`src/rtl/rom_load_pkg.sv`:
```
// Shared types and constants for the ROM download scheduler.
package rom_load_pkg;

    typedef enum logic [1:0] {
        IDLE   = 2'd0,
        LOAD   = 2'd1,
        DRAIN  = 2'd2,
        SETTLE = 2'd3
    } ld_state_t;

    localparam int ROM_INDEX_DEF  = 0;
    localparam int MODE_INDEX_DEF = 1;

    typedef enum logic [1:0] {
        BLOCKADE = 2'd0,
        COMOTION = 2'd1,
        HUSTLE   = 2'd2,
        BLASTO   = 2'd3
    } game_mode_t;

    // Wrapping 16-bit accumulate of one ROM byte.
    function automatic logic [15:0] cksum_add(input logic [15:0] sum, input logic [7:0] b);
        return sum + {8'h00, b};
    endfunction

endpackage

```
`src/rtl/rom_load_sched_if.sv`:
```
// Download, core-read and shared-memory signals between hps_io/core and the scheduler.
interface rom_load_sched_if #(
    parameter int ADDR_W = 14
);
    logic              dl_active;
    logic [7:0]        dl_index;
    logic              dl_wr;
    logic [ADDR_W-1:0] dl_addr;
    logic [7:0]        dl_data;
    logic              dl_wait;
    logic              rd_req;
    logic [ADDR_W-1:0] rd_addr;
    logic              rd_ack;
    logic [ADDR_W-1:0] mem_addr;
    logic              mem_we;
    logic [7:0]        mem_din;

    modport master (
        output dl_active, dl_index, dl_wr, dl_addr, dl_data, rd_req, rd_addr,
        input  dl_wait, rd_ack, mem_addr, mem_we, mem_din
    );

    modport slave (
        input  dl_active, dl_index, dl_wr, dl_addr, dl_data, rd_req, rd_addr,
        output dl_wait, rd_ack, mem_addr, mem_we, mem_din
    );
endinterface

```
`src/rtl/rom_load_sched_arb.sv`:
```
// rom_port_arb: one-entry download staging buffer and write/read grant for the shared port.
module rom_port_arb #(
    parameter int ADDR_W     = 14,
    parameter int STARVE_MAX = 4
) (
    input  logic              clk,
    input  logic              reset,
    input  logic              wr_req,
    input  logic [ADDR_W-1:0] wr_addr,
    input  logic [7:0]        wr_data,
    input  logic              rd_req,
    input  logic [ADDR_W-1:0] rd_addr,
    output logic              pend,
    output logic              rd_ack,
    output logic              mem_we,
    output logic [ADDR_W-1:0] mem_addr,
    output logic [7:0]        mem_din
);
    localparam int SW = $clog2(STARVE_MAX + 2);
    localparam logic [SW-1:0] STARVE_LIM = SW'(STARVE_MAX);

    logic [ADDR_W-1:0] buf_addr;
    logic [7:0]        buf_data;
    logic [SW-1:0]     starve;
    logic              wr_win;
    logic              rd_win;

    // Grant decision: a starved write is forced through even against a read.
    always_comb begin
        wr_win   = pend && (!rd_req || (starve == STARVE_LIM));
        rd_win   = !wr_win && rd_req;
        mem_we   = wr_win;
        rd_ack   = rd_win;
        mem_addr = '0;
        mem_din  = 8'h00;
        if (wr_win) begin
            mem_addr = buf_addr;
            mem_din  = buf_data;
        end else if (rd_win) begin
            mem_addr = rd_addr;
        end else begin
            mem_addr = '0;
        end
    end

    // Buffer and starve counter; a write arriving while full is dropped.
    always_ff @(posedge clk or posedge reset) begin
        if (reset) begin
            pend     <= 1'b0;
            buf_addr <= '0;
            buf_data <= 8'h00;
            starve   <= '0;
        end else begin
            if (wr_win) begin
                pend   <= 1'b0;
                starve <= '0;
            end else if (rd_win && pend && (starve != STARVE_LIM)) begin
                starve <= starve + SW'(1);
            end else begin
                starve <= starve;
            end
            if (wr_req && !pend) begin
                pend     <= 1'b1;
                buf_addr <= wr_addr;
                buf_data <= wr_data;
            end
        end
    end

endmodule

```
`src/rtl/rom_load_sched.sv`:
```
// rom_load_sched: ROM download scheduling, game-mode latch and core reset sequencing.
// Define ROM_LOAD_CHECKSUM_EN to add the cksum/cksum_valid outputs.
module rom_load_sched
    import rom_load_pkg::*;
#(
    parameter int ADDR_W      = 14,
    parameter int ROM_INDEX   = ROM_INDEX_DEF,
    parameter int MODE_INDEX  = MODE_INDEX_DEF,
    parameter int STARVE_MAX  = 4,
    parameter int HOLD_CYCLES = 16
) (
    input  logic            clk,
    input  logic            reset,
    rom_load_sched_if.slave bus,
    output logic [1:0]      game_mode,
    output logic            core_reset,
    output logic            loaded
`ifdef ROM_LOAD_CHECKSUM_EN
    ,
    output logic [15:0]     cksum,
    output logic            cksum_valid
`endif
);
    localparam int HW = $clog2(HOLD_CYCLES + 1);
    localparam logic [7:0]    ROM_IDX   = 8'(ROM_INDEX);
    localparam logic [7:0]    MODE_IDX  = 8'(MODE_INDEX);
    localparam logic [HW-1:0] HOLD_LOAD = HW'(HOLD_CYCLES);

    ld_state_t     state;
    ld_state_t     state_nx;
    logic [HW-1:0] hold;
    logic [HW-1:0] hold_nx;
    logic          loaded_nx;
    logic          active_q;
    logic          rom_start;
    logic          rom_wr;

    assign rom_start = bus.dl_active && !active_q && (bus.dl_index == ROM_IDX);
    assign rom_wr    = bus.dl_wr && (bus.dl_index == ROM_IDX);

    rom_port_arb #(
        .ADDR_W    (ADDR_W),
        .STARVE_MAX(STARVE_MAX)
    ) u_arb (
        .clk     (clk),
        .reset   (reset),
        .wr_req  (rom_wr),
        .wr_addr (bus.dl_addr),
        .wr_data (bus.dl_data),
        .rd_req  (bus.rd_req),
        .rd_addr (bus.rd_addr),
        .pend    (bus.dl_wait),
        .rd_ack  (bus.rd_ack),
        .mem_we  (bus.mem_we),
        .mem_addr(bus.mem_addr),
        .mem_din (bus.mem_din)
    );

    // Load sequencing; a fresh ROM download always wins over drain/settle.
    always_comb begin
        state_nx  = state;
        hold_nx   = hold;
        loaded_nx = loaded;
        case (state)
            IDLE: begin
                if (rom_start) state_nx = LOAD;
                else           state_nx = IDLE;
            end
            LOAD: begin
                if (!bus.dl_active) state_nx = DRAIN;
                else                state_nx = LOAD;
            end
            DRAIN: begin
                if (rom_start) begin
                    state_nx = LOAD;
                end else if (!bus.dl_wait) begin
                    hold_nx  = HOLD_LOAD;
                    state_nx = SETTLE;
                end else begin
                    state_nx = DRAIN;
                end
            end
            SETTLE: begin
                if (rom_start) begin
                    state_nx = LOAD;
                end else if (hold == HW'(1)) begin
                    hold_nx   = '0;
                    loaded_nx = 1'b1;
                    state_nx  = IDLE;
                end else begin
                    hold_nx = hold - HW'(1);
                end
            end
            default: state_nx = IDLE;
        endcase
    end

    // Sequencer registers; core_reset follows the next state so it drops with loaded.
    always_ff @(posedge clk or posedge reset) begin
        if (reset) begin
            state      <= IDLE;
            hold       <= '0;
            loaded     <= 1'b0;
            core_reset <= 1'b1;
            active_q   <= 1'b0;
        end else begin
            state      <= state_nx;
            hold       <= hold_nx;
            loaded     <= loaded_nx;
            core_reset <= (state_nx == IDLE) ? !loaded_nx : 1'b1;
            active_q   <= bus.dl_active;
        end
    end

    // Game select latch.
    always_ff @(posedge clk or posedge reset) begin
        if (reset) begin
            game_mode <= BLOCKADE;
        end else if (bus.dl_wr && (bus.dl_index == MODE_IDX)) begin
            game_mode <= bus.dl_data[1:0];
        end else begin
            game_mode <= game_mode;
        end
    end

`ifdef ROM_LOAD_CHECKSUM_EN
    // Sum of committed ROM bytes, restarted on each new load and frozen in IDLE.
    always_ff @(posedge clk or posedge reset) begin
        if (reset) begin
            cksum <= 16'h0000;
        end else if ((state_nx == LOAD) && (state != LOAD)) begin
            cksum <= 16'h0000;
        end else if ((state != IDLE) && bus.mem_we) begin
            cksum <= cksum_add(cksum, bus.mem_din);
        end else begin
            cksum <= cksum;
        end
    end

    assign cksum_valid = loaded;
`endif

endmodule

```
`src/flat_wrapper.sv`:
```
// flat-port wrapper written by rule: the top's interface ports become plain ports
module rom_load_sched_flat import rom_load_pkg::*;
#(
    parameter int ADDR_W      = 14,
    parameter int ROM_INDEX   = ROM_INDEX_DEF,
    parameter int MODE_INDEX  = MODE_INDEX_DEF,
    parameter int STARVE_MAX  = 4,
    parameter int HOLD_CYCLES = 16
)
  (clk, reset, game_mode, core_reset, loaded, bus_dl_active, bus_dl_index, bus_dl_wr, bus_dl_addr, bus_dl_data, bus_rd_req, bus_rd_addr, bus_dl_wait, bus_rd_ack, bus_mem_addr, bus_mem_we, bus_mem_din);
  rom_load_sched_if #(.ADDR_W(ADDR_W)) bus_i ();
  input  logic clk;
  input  logic reset;
  output logic [1:0] game_mode;
  output logic core_reset;
  output logic loaded;
  input wire logic [$bits(bus_i.dl_active)-1:0] bus_dl_active;
  input wire logic [$bits(bus_i.dl_index)-1:0] bus_dl_index;
  input wire logic [$bits(bus_i.dl_wr)-1:0] bus_dl_wr;
  input wire logic [$bits(bus_i.dl_addr)-1:0] bus_dl_addr;
  input wire logic [$bits(bus_i.dl_data)-1:0] bus_dl_data;
  input wire logic [$bits(bus_i.rd_req)-1:0] bus_rd_req;
  input wire logic [$bits(bus_i.rd_addr)-1:0] bus_rd_addr;
  output wire logic [$bits(bus_i.dl_wait)-1:0] bus_dl_wait;
  output wire logic [$bits(bus_i.rd_ack)-1:0] bus_rd_ack;
  output wire logic [$bits(bus_i.mem_addr)-1:0] bus_mem_addr;
  output wire logic [$bits(bus_i.mem_we)-1:0] bus_mem_we;
  output wire logic [$bits(bus_i.mem_din)-1:0] bus_mem_din;
  assign bus_i.dl_active = bus_dl_active;
  assign bus_i.dl_index = bus_dl_index;
  assign bus_i.dl_wr = bus_dl_wr;
  assign bus_i.dl_addr = bus_dl_addr;
  assign bus_i.dl_data = bus_dl_data;
  assign bus_i.rd_req = bus_rd_req;
  assign bus_i.rd_addr = bus_rd_addr;
  assign bus_dl_wait = bus_i.dl_wait;
  assign bus_rd_ack = bus_i.rd_ack;
  assign bus_mem_addr = bus_i.mem_addr;
  assign bus_mem_we = bus_i.mem_we;
  assign bus_mem_din = bus_i.mem_din;
  rom_load_sched #(.ADDR_W(ADDR_W), .ROM_INDEX(ROM_INDEX), .MODE_INDEX(MODE_INDEX), .STARVE_MAX(STARVE_MAX), .HOLD_CYCLES(HOLD_CYCLES)) u_core (.clk(clk), .reset(reset), .bus(bus_i), .game_mode(game_mode), .core_reset(core_reset), .loaded(loaded));
endmodule
```
`config.mk`:
```
export PLATFORM = sky130hd
export DESIGN_NAME = rom_load_sched_flat
export DESIGN_NICKNAME = d
export VERILOG_FILES = /design/src/rtl/rom_load_pkg.sv /design/src/rtl/rom_load_sched_if.sv /design/src/rtl/rom_load_sched_arb.sv /design/src/rtl/rom_load_sched.sv /design/src/flat_wrapper.sv
export SDC_FILE = /design/constraint.sdc
export NUM_CORES = 1
export LEC_CHECK = 0
export CAP_MARGIN = 10
export CORE_MARGIN = 2
export CORE_UTILIZATION = 47
export CTS_CLUSTER_SIZE = 16
export DETAILED_ROUTE_END_ITERATION = 10
export GPL_ROUTABILITY_DRIVEN = 0
export PLACE_DENSITY_LB_ADDON = 0.25
export SLEW_MARGIN = 30
export SYNTH_ARGS = -nofsm -noshare
export SYNTH_HDL_FRONTEND = slang
export SYNTH_SLANG_ARGS = --single-unit
```
`constraint.sdc`:
```
create_clock -name clk -period 3.8 [get_ports clk]
set_input_delay 1.14 -clock clk [delete_from_list [all_inputs] [get_ports clk]]
set_output_delay 1.14 -clock clk [all_outputs]
set_load 0.05 [all_outputs]
```
After elaboration in Yosys (flattened, before gate mapping)
Index checks and enable logic that the tools add are counted.
{"block": "classes", "n_mux": 23, "add_sub_neg": 2, "n_mul": 0, "div_mod_pow": 0, "reduce_logical": 22, "shift": 0, "eq_ne": 10, "order_cmp": 0, "bitwise": 0}
{"op": "14-bit 2-to-1 mux", "n": 2}
{"op": "5-bit 2-to-1 mux", "n": 4}
{"op": "5-bit case mux with 2 select lines", "n": 1}
{"op": "1-bit logical AND", "n": 9}
{"op": "8-bit by 1-bit equality test with 1-bit output (second input constant)", "n": 1}
{"op": "8-bit zero test", "n": 1}
{"op": "1-bit 2-to-1 mux", "n": 8}
{"op": "2-bit 2-to-1 mux", "n": 4}
{"op": "8-bit 2-to-1 mux", "n": 1}
{"op": "2-bit case mux with 4 select lines", "n": 1}
{"op": "3-bit 2-to-1 mux", "n": 2}
{"op": "2-bit inequality test (second input constant)", "n": 3}
{"op": "2-bit nonzero test", "n": 3}
{"op": "5-bit by 1-bit equality test with 1-bit output (second input constant)", "n": 1}
{"op": "1-bit zero test", "n": 5}
{"op": "5-bit by 1-bit subtractor with 5-bit output (second input constant)", "n": 1}
{"op": "2-bit equality test (second input constant)", "n": 2}
{"op": "2-bit zero test", "n": 2}
{"op": "4-bit AND reduction", "n": 1}
{"op": "3-bit by 1-bit adder with 3-bit output (second input constant)", "n": 1}
{"op": "3-bit equality test (second input constant)", "n": 1}
{"op": "3-bit inequality test (second input constant)", "n": 1}
{"op": "2-bit by 1-bit equality test with 1-bit output (second input constant)", "n": 1}
{"op": "1-bit logical OR", "n": 1}
{"block": "totals", "wordCells": 67, "mem_bits_ro": 0, "out_inout_bits": 29, "mem_count": 0, "latchBits": 0, "input_bits": 49, "ram_bits": 0, "regBits": 38}

Logic depth before layout (Yosys ltp)
{"block": "logic_depth", "word_depth": 9, "mapped_depth": 8}

Modules after synthesis
A second synthesis with hierarchy kept.
{"block": "hier_totals", "cells_unflattened": 195, "hier_area_um2": 2165.8}
{"module": "rom_port_arb", "seq_area_each_um2": 650.6, "area_per_inst_um2": 1516.5, "cells_per_inst": 131, "instances": 1}
{"module": "rom_load_sched", "seq_area_each_um2": 301.5, "area_per_inst_um2": 649.4, "cells_per_inst": 64, "instances": 1}

Least setup slack after synthesis
No wires, ideal clock.
{"block": "synth_timing", "path_type": "input to output", "startpoint": "input port bus_rd_req", "endpoint": "output port bus_mem_addr[10]", "arrival_ps": 3179, "stages": 6, "path_slack_ps": -519, "path_cell_list": "buf_2 -> a21boi_0 -> nor2b_1 -> clkbuf_1 -> clkbuf_1 -> o21ai_0"}
{"block": "synth_via", "elab_chain_len": 7}
{"element": "from (decl)", "line": "flat_wrapper.sv:22", "rtl": "input wire logic [$bits(bus_i.rd_req)-1:0] bus_rd_req;"}
{"element": "1-bit zero test", "line": "rom_load_sched_arb.sv:30", "rtl": "wr_win = pend && (!rd_req || (starve == STARVE_LIM));"}
{"element": "1-bit logical OR", "line": "rom_load_sched_arb.sv:30"}
{"element": "1-bit logical AND", "line": "rom_load_sched_arb.sv:30"}
{"element": "1-bit zero test", "line": "rom_load_sched_arb.sv:31", "rtl": "rd_win = !wr_win && rd_req;"}
{"element": "1-bit logical AND", "line": "rom_load_sched_arb.sv:31"}
{"element": "14-bit 2-to-1 mux", "line": "rom_load_sched_arb.sv:39", "rtl": "end else if (rd_win) begin"}
{"element": "14-bit 2-to-1 mux *", "line": "rom_load_sched_arb.sv:36", "rtl": "if (wr_win) begin"}
{"element": "to (decl)", "line": "flat_wrapper.sv:26", "rtl": "output wire logic [$bits(bus_i.mem_addr)-1:0] bus_mem_addr;"}
Mark *: on every way between the ends. The rest lies on a longest branch, timed or not.

Worst setup path after layout
{"block": "layout_timing", "startpoint": "input port bus_rd_req", "endpoint": "output port bus_mem_addr[7]"}
Same word-level chain as after synthesis.

==> flow_summary.html <==
<table>
<tr><th>Metric</th><th>Value</th></tr>
<tr><th colspan="2">Status</th></tr>
<tr><td>Run status</td><td>complete, no violations</td></tr>
<tr><th colspan="2">Floorplan</th></tr>
<tr><td>Initial Utilization</td><td>49.9%</td></tr>
<tr><td>Die Area</td><td>4850 sq um</td></tr>
<tr><td>Io pins</td><td>78</td></tr>
<tr><td>Vertical extent of the die</td><td>69.6 um</td></tr>
<tr><td>Area of the core region</td><td>4060 sq um</td></tr>
<tr><td>Horiz. Die Dim</td><td>69.6 um</td></tr>
<tr><td>Std cell rows</td><td>23</td></tr>
<tr><th colspan="2">Yosys</th></tr>
<tr><td>Mean post-synth cell area</td><td>10.5 sq um</td></tr>
<tr><td>Leading post-synthesis cells by cell area</td><td>sky130_fd_sc_hd__dfrtp_1 46%, sky130_fd_sc_hd__mux2_4 15%, sky130_fd_sc_hd__nand2_1 6.7%, sky130_fd_sc_hd__o21ai_0 4.9%, sky130_fd_sc_hd__mux2_2 2.8%</td></tr>
<tr><td>Unique cell type count in the Yosys netlist</td><td>35</td></tr>
<tr><td>Portion of the post-synthesis area used by sequential elements</td><td>47.1%</td></tr>
<tr><td>Synthesized netlist cell count</td><td>192</td></tr>
<tr><td>Leading area contributor after synthesis</td><td>sky130_fd_sc_hd__dfrtp_1</td></tr>
<tr><td>Synthesis warning total</td><td>0</td></tr>
<tr><td>Proportion of netlist area held by the largest area contributor</td><td>45.8%</td></tr>
<tr><td>Combined area of all synthesized cells</td><td>2020 sq um</td></tr>
<tr><td>Total of flip-flops plus latches after synthesis</td><td>38</td></tr>
<tr><td>Total nets after synthesis</td><td>245</td></tr>
<tr><th colspan="2">Timing</th></tr>
<tr><td>Final count of hold timing violations</td><td>0</td></tr>
<tr><td>Setup violations, final</td><td>0</td></tr>
<tr><td>Setup repair after global routing missed its margin</td><td>false</td></tr>
<tr><td>Summed negative setup slack over all endpoints</td><td>0 ns</td></tr>
<tr><td>Final clock skew</td><td>0.00332 ns</td></tr>
<tr><td>Time the final worst path needs with I/O delays and setup</td><td>3.73 ns</td></tr>
<tr><td>Worst setup slack after layout</td><td>0.0675 ns</td></tr>
<tr><td>Least-Margin Pin Slew</td><td>0.520 ns</td></tr>
<tr><td>Highest clock frequency the design can meet</td><td>268 MHz</td></tr>
<tr><td>Number of max-slew violations in the final report</td><td>0</td></tr>
<tr><td>Relative slew slack</td><td>65.2%</td></tr>
<tr><td>Fraction of the cycle the final worst path needs</td><td>98.2%</td></tr>
<tr><td>Hold_ws</td><td>0.510 ns</td></tr>
<tr><th colspan="2">Global routing</th></tr>
<tr><td>Number of global-route vias before repair</td><td>1736</td></tr>
<tr><td>Number of antenna violations at the first check in global routing</td><td>0</td></tr>
<tr><td>Global-route usage over all layers</td><td>22.9%</td></tr>
<tr><td>First-pass GRT wire length</td><td>8810 um</td></tr>
<tr><td>Largest net degree at the start of global routing</td><td>39</td></tr>
<tr><td>Total overflow reported by the global router</td><td>0</td></tr>
<tr><th colspan="2">Placed design</th></tr>
<tr><td>DP Worst Slack</td><td>-0.0324 ns</td></tr>
<tr><td>Count of input and output buffers</td><td>77</td></tr>
<tr><td>Placed cell count</td><td>324</td></tr>
<tr><td>Final HPWL from detailed placement</td><td>3810 um</td></tr>
<tr><th colspan="2">Clocking</th></tr>
<tr><td>CTS H-Tree Depth</td><td>2</td></tr>
<tr><td>Worst-path clk slew</td><td>0.07 ns</td></tr>
<tr><td>Clock tree buffer depth</td><td>2</td></tr>
<tr><td>Hold-fix buffer count after cts</td><td>0</td></tr>
<tr><td>Cell at the root of the clock tree</td><td>sky130_fd_sc_hd__clkbuf_8</td></tr>
<tr><td>CTS tree</td><td>built</td></tr>
<tr><td>Number of clock sinks</td><td>38</td></tr>
<tr><td>Source-to-sink clock delay at the later pin of the worst-skew pair</td><td>0.29 ns</td></tr>
<tr><td>TritonCTS Buffers</td><td>5</td></tr>
<tr><th colspan="2">Setup path</th></tr>
<tr><td>Reg2reg start</td><td>u_core.hold[1]</td></tr>
<tr><td>CP Launch Type</td><td>input port</td></tr>
<tr><td>Worst endpoint required time</td><td>2.66 ns</td></tr>
<tr><td>Capture point of the worst reg-to-reg path</td><td>u_core.hold[0]</td></tr>
<tr><td>CP Class</td><td>in -&gt; out</td></tr>
<tr><td>Data arrival at the endpoint of the critical path</td><td>2.59 ns</td></tr>
<tr><td>CP max FO</td><td>17</td></tr>
<tr><td>Cell depth of the worst flop-to-flop path</td><td>6</td></tr>
<tr><td>Flop-to-flop setup slack</td><td>1.92 ns</td></tr>
<tr><td>Crit. End Element</td><td>primary output</td></tr>
<tr><th colspan="2">Drt</th></tr>
<tr><td>Total Wirelength</td><td>5180 um</td></tr>
<tr><td>Routed vias/inst</td><td>5.30</td></tr>
<tr><td>Detailed router's first-iteration violation count</td><td>63</td></tr>
<tr><td>Remaining antenna violation count after routing</td><td>0</td></tr>
<tr><td>Vias</td><td>1761</td></tr>
<tr><td>Number of remaining DRC errors</td><td>0</td></tr>
<tr><td>Wire length per cell</td><td>15.6 um</td></tr>
<tr><td>Drt first pass iters</td><td>4</td></tr>
<tr><th colspan="2">Final layout</th></tr>
<tr><td>Synthesis-to-layout area growth</td><td>62.5%</td></tr>
<tr><td>Most frequent cells in the layout</td><td>53 x sky130_fd_sc_hd__clkdlybuf4s50_1, 37 x sky130_fd_sc_hd__dfrtp_1, 36 x sky130_fd_sc_hd__nand2_1, 25 x sky130_fd_sc_hd__buf_12, 20 x sky130_fd_sc_hd__mux2_4</td></tr>
<tr><td>Final cell count without fillers</td><td>332</td></tr>
<tr><td>Most common library cell in the layout ignoring fill and taps</td><td>sky130_fd_sc_hd__clkdlybuf4s50_1</td></tr>
<tr><td>Total of fill cells in the finished design</td><td>228</td></tr>
<tr><td>Number of antenna diodes</td><td>0</td></tr>
<tr><td>Fraction of final layout cells with drive strength greater than 1</td><td>30.9%</td></tr>
<tr><td>Final-stage net count</td><td>334</td></tr>
<tr><th colspan="2">Worst hold path</th></tr>
<tr><td>Hold Crit Class</td><td>reg -&gt; reg</td></tr>
<tr><td>Hold wc startpoint</td><td>u_core.u_arb.buf_addr[10]</td></tr>
<tr><td>Endpoint with the worst hold slack</td><td>u_core.u_arb.buf_addr[10]</td></tr>
<tr><td>Hold Crit Depth</td><td>1</td></tr>
<tr><th colspan="2">Power</th></tr>
<tr><td>Final Total Pwr</td><td>0.00119 W</td></tr>
<tr><td>Leakage power of the design</td><td>1.54 nW</td></tr>
<tr><td>Pwr Density</td><td>362 nW/um^2</td></tr>
<tr><td>Peak VDD IR</td><td>0.000332 V</td></tr>
<tr><th colspan="2">Flow run</th></tr>
<tr><td>Max Cap Violations</td><td>0</td></tr>
</table>
-- logic make-up after synthesis --
logic type	synth area share, %
and+or+nand+nor	18.9
DFF	47.1
muxes	17.6
adders and majority gates	2.47
buffers and inverters	4.58
AOI/OAI and AO/OA	9.34
-- worst max-delay path by stage --
stage / end / from / depth (start not counted) / slack, ns
final: bus_mem_addr[7] / bus_rd_req / 7 / 0.07
after global routing: bus_mem_addr[7] / bus_rd_req / 7 / 0.01
after CTS: bus_mem_addr[7] / bus_rd_req / 7 / 0.05
after detailed placement: bus_mem_addr[7] / bus_rd_req / 7 / -0.03
after global placement: bus_mem_addr[4] / bus_rd_req / 7 / 0.07
after floorplan: bus_mem_addr[0] / bus_rd_req / 5 / -0.34
-- cell type report --
type                    instances  area [sq um]  share of cell area [%]
inverters                       7          26.3                   0.799
clock buffers                   7          86.3                    2.63
well taps                      50          62.6                    1.90
flip-flops and latches         38           952                    29.0
clock inverters                 1          5.00                   0.152
multi-input cells             135          1000                    30.5
repair buffers                 94          1150                    35.0
-- sequential cells by signal, summed over array words and instances (netlist names) --
register	count
u_core.u_arb.buf_addr	14
u_core.u_arb.buf_data	8
u_core.hold	5
u_core.u_arb.starve	3
u_core.game_mode	2
u_core.state	2
u_core.active_q	1
u_core.core_reset	1
u_core.loaded	1
u_core.u_arb.pend	1
-- cells in the mapped netlist, drive strengths merged --
| cell | number |
|---|---|
| nand3 | 7 |
| ha | 4 |
| buf | 5 |
| a31o | 1 |
| o21ai | 20 |
| a31oi | 1 |
| or4b | 2 |
| clkbuf | 7 |
| nor3b | 2 |
| o31ai | 2 |
| nand2b | 2 |
| nand2 | 36 |
| o32ai | 1 |
| and3b | 1 |
| or4 | 1 |
| nor3 | 2 |
| nor4b | 1 |
| dfrtp | 37 |
| o22ai | 1 |
| and2 | 8 |
| a41o | 1 |
| or2 | 1 |
| nor2b | 2 |
| nor2 | 10 |
| o41ai | 2 |
| o31a | 1 |
| dfstp | 1 |
| a21boi | 1 |
| inv | 7 |
| mux2 | 25 |
-- power by group --
part,switching [W],internal (W)
registers,0.0000524,0.000461
logic,0.000188,0.000203
clock network,0.000139,0.000146
-- through the flow --
step	utilization (%)	instance area, sq um
after floorplan	-	2040
after global placement	78.5	3190
after detailed placement	78.5	3190
after CTS	80.8	3280
after global routing	81.0	3290
final	81.0	3290
-- per-layer routing --
metal	GRT usage [%]	part of all wire, %
met1	31.3	42
met3	4.07	6.8
met2	37.7	50
met5	0	0
met4	6.41	1.2
-- timing repair --
action / 4_1_cts / 5_1_grt
endpoints found under the setup margin: 2 / 2
setup buffers: 0 / 0
gates cloned: 0 / 0
gates resized for setup: 1 / 2
-- critical path, stage by stage --
cell and delay [ns]:
sky130_fd_sc_hd__clkdlybuf4s50_1 0.48, sky130_fd_sc_hd__a21boi_2 0.25, sky130_fd_sc_hd__nor2b_4 0.09, sky130_fd_sc_hd__buf_12 0.16, sky130_fd_sc_hd__o21ai_0 0.20, sky130_fd_sc_hd__buf_4 0.16
sky130_fd_sc_hd__buf_12 0.12
No activity file was read; power rests on OpenSTA's default activity.
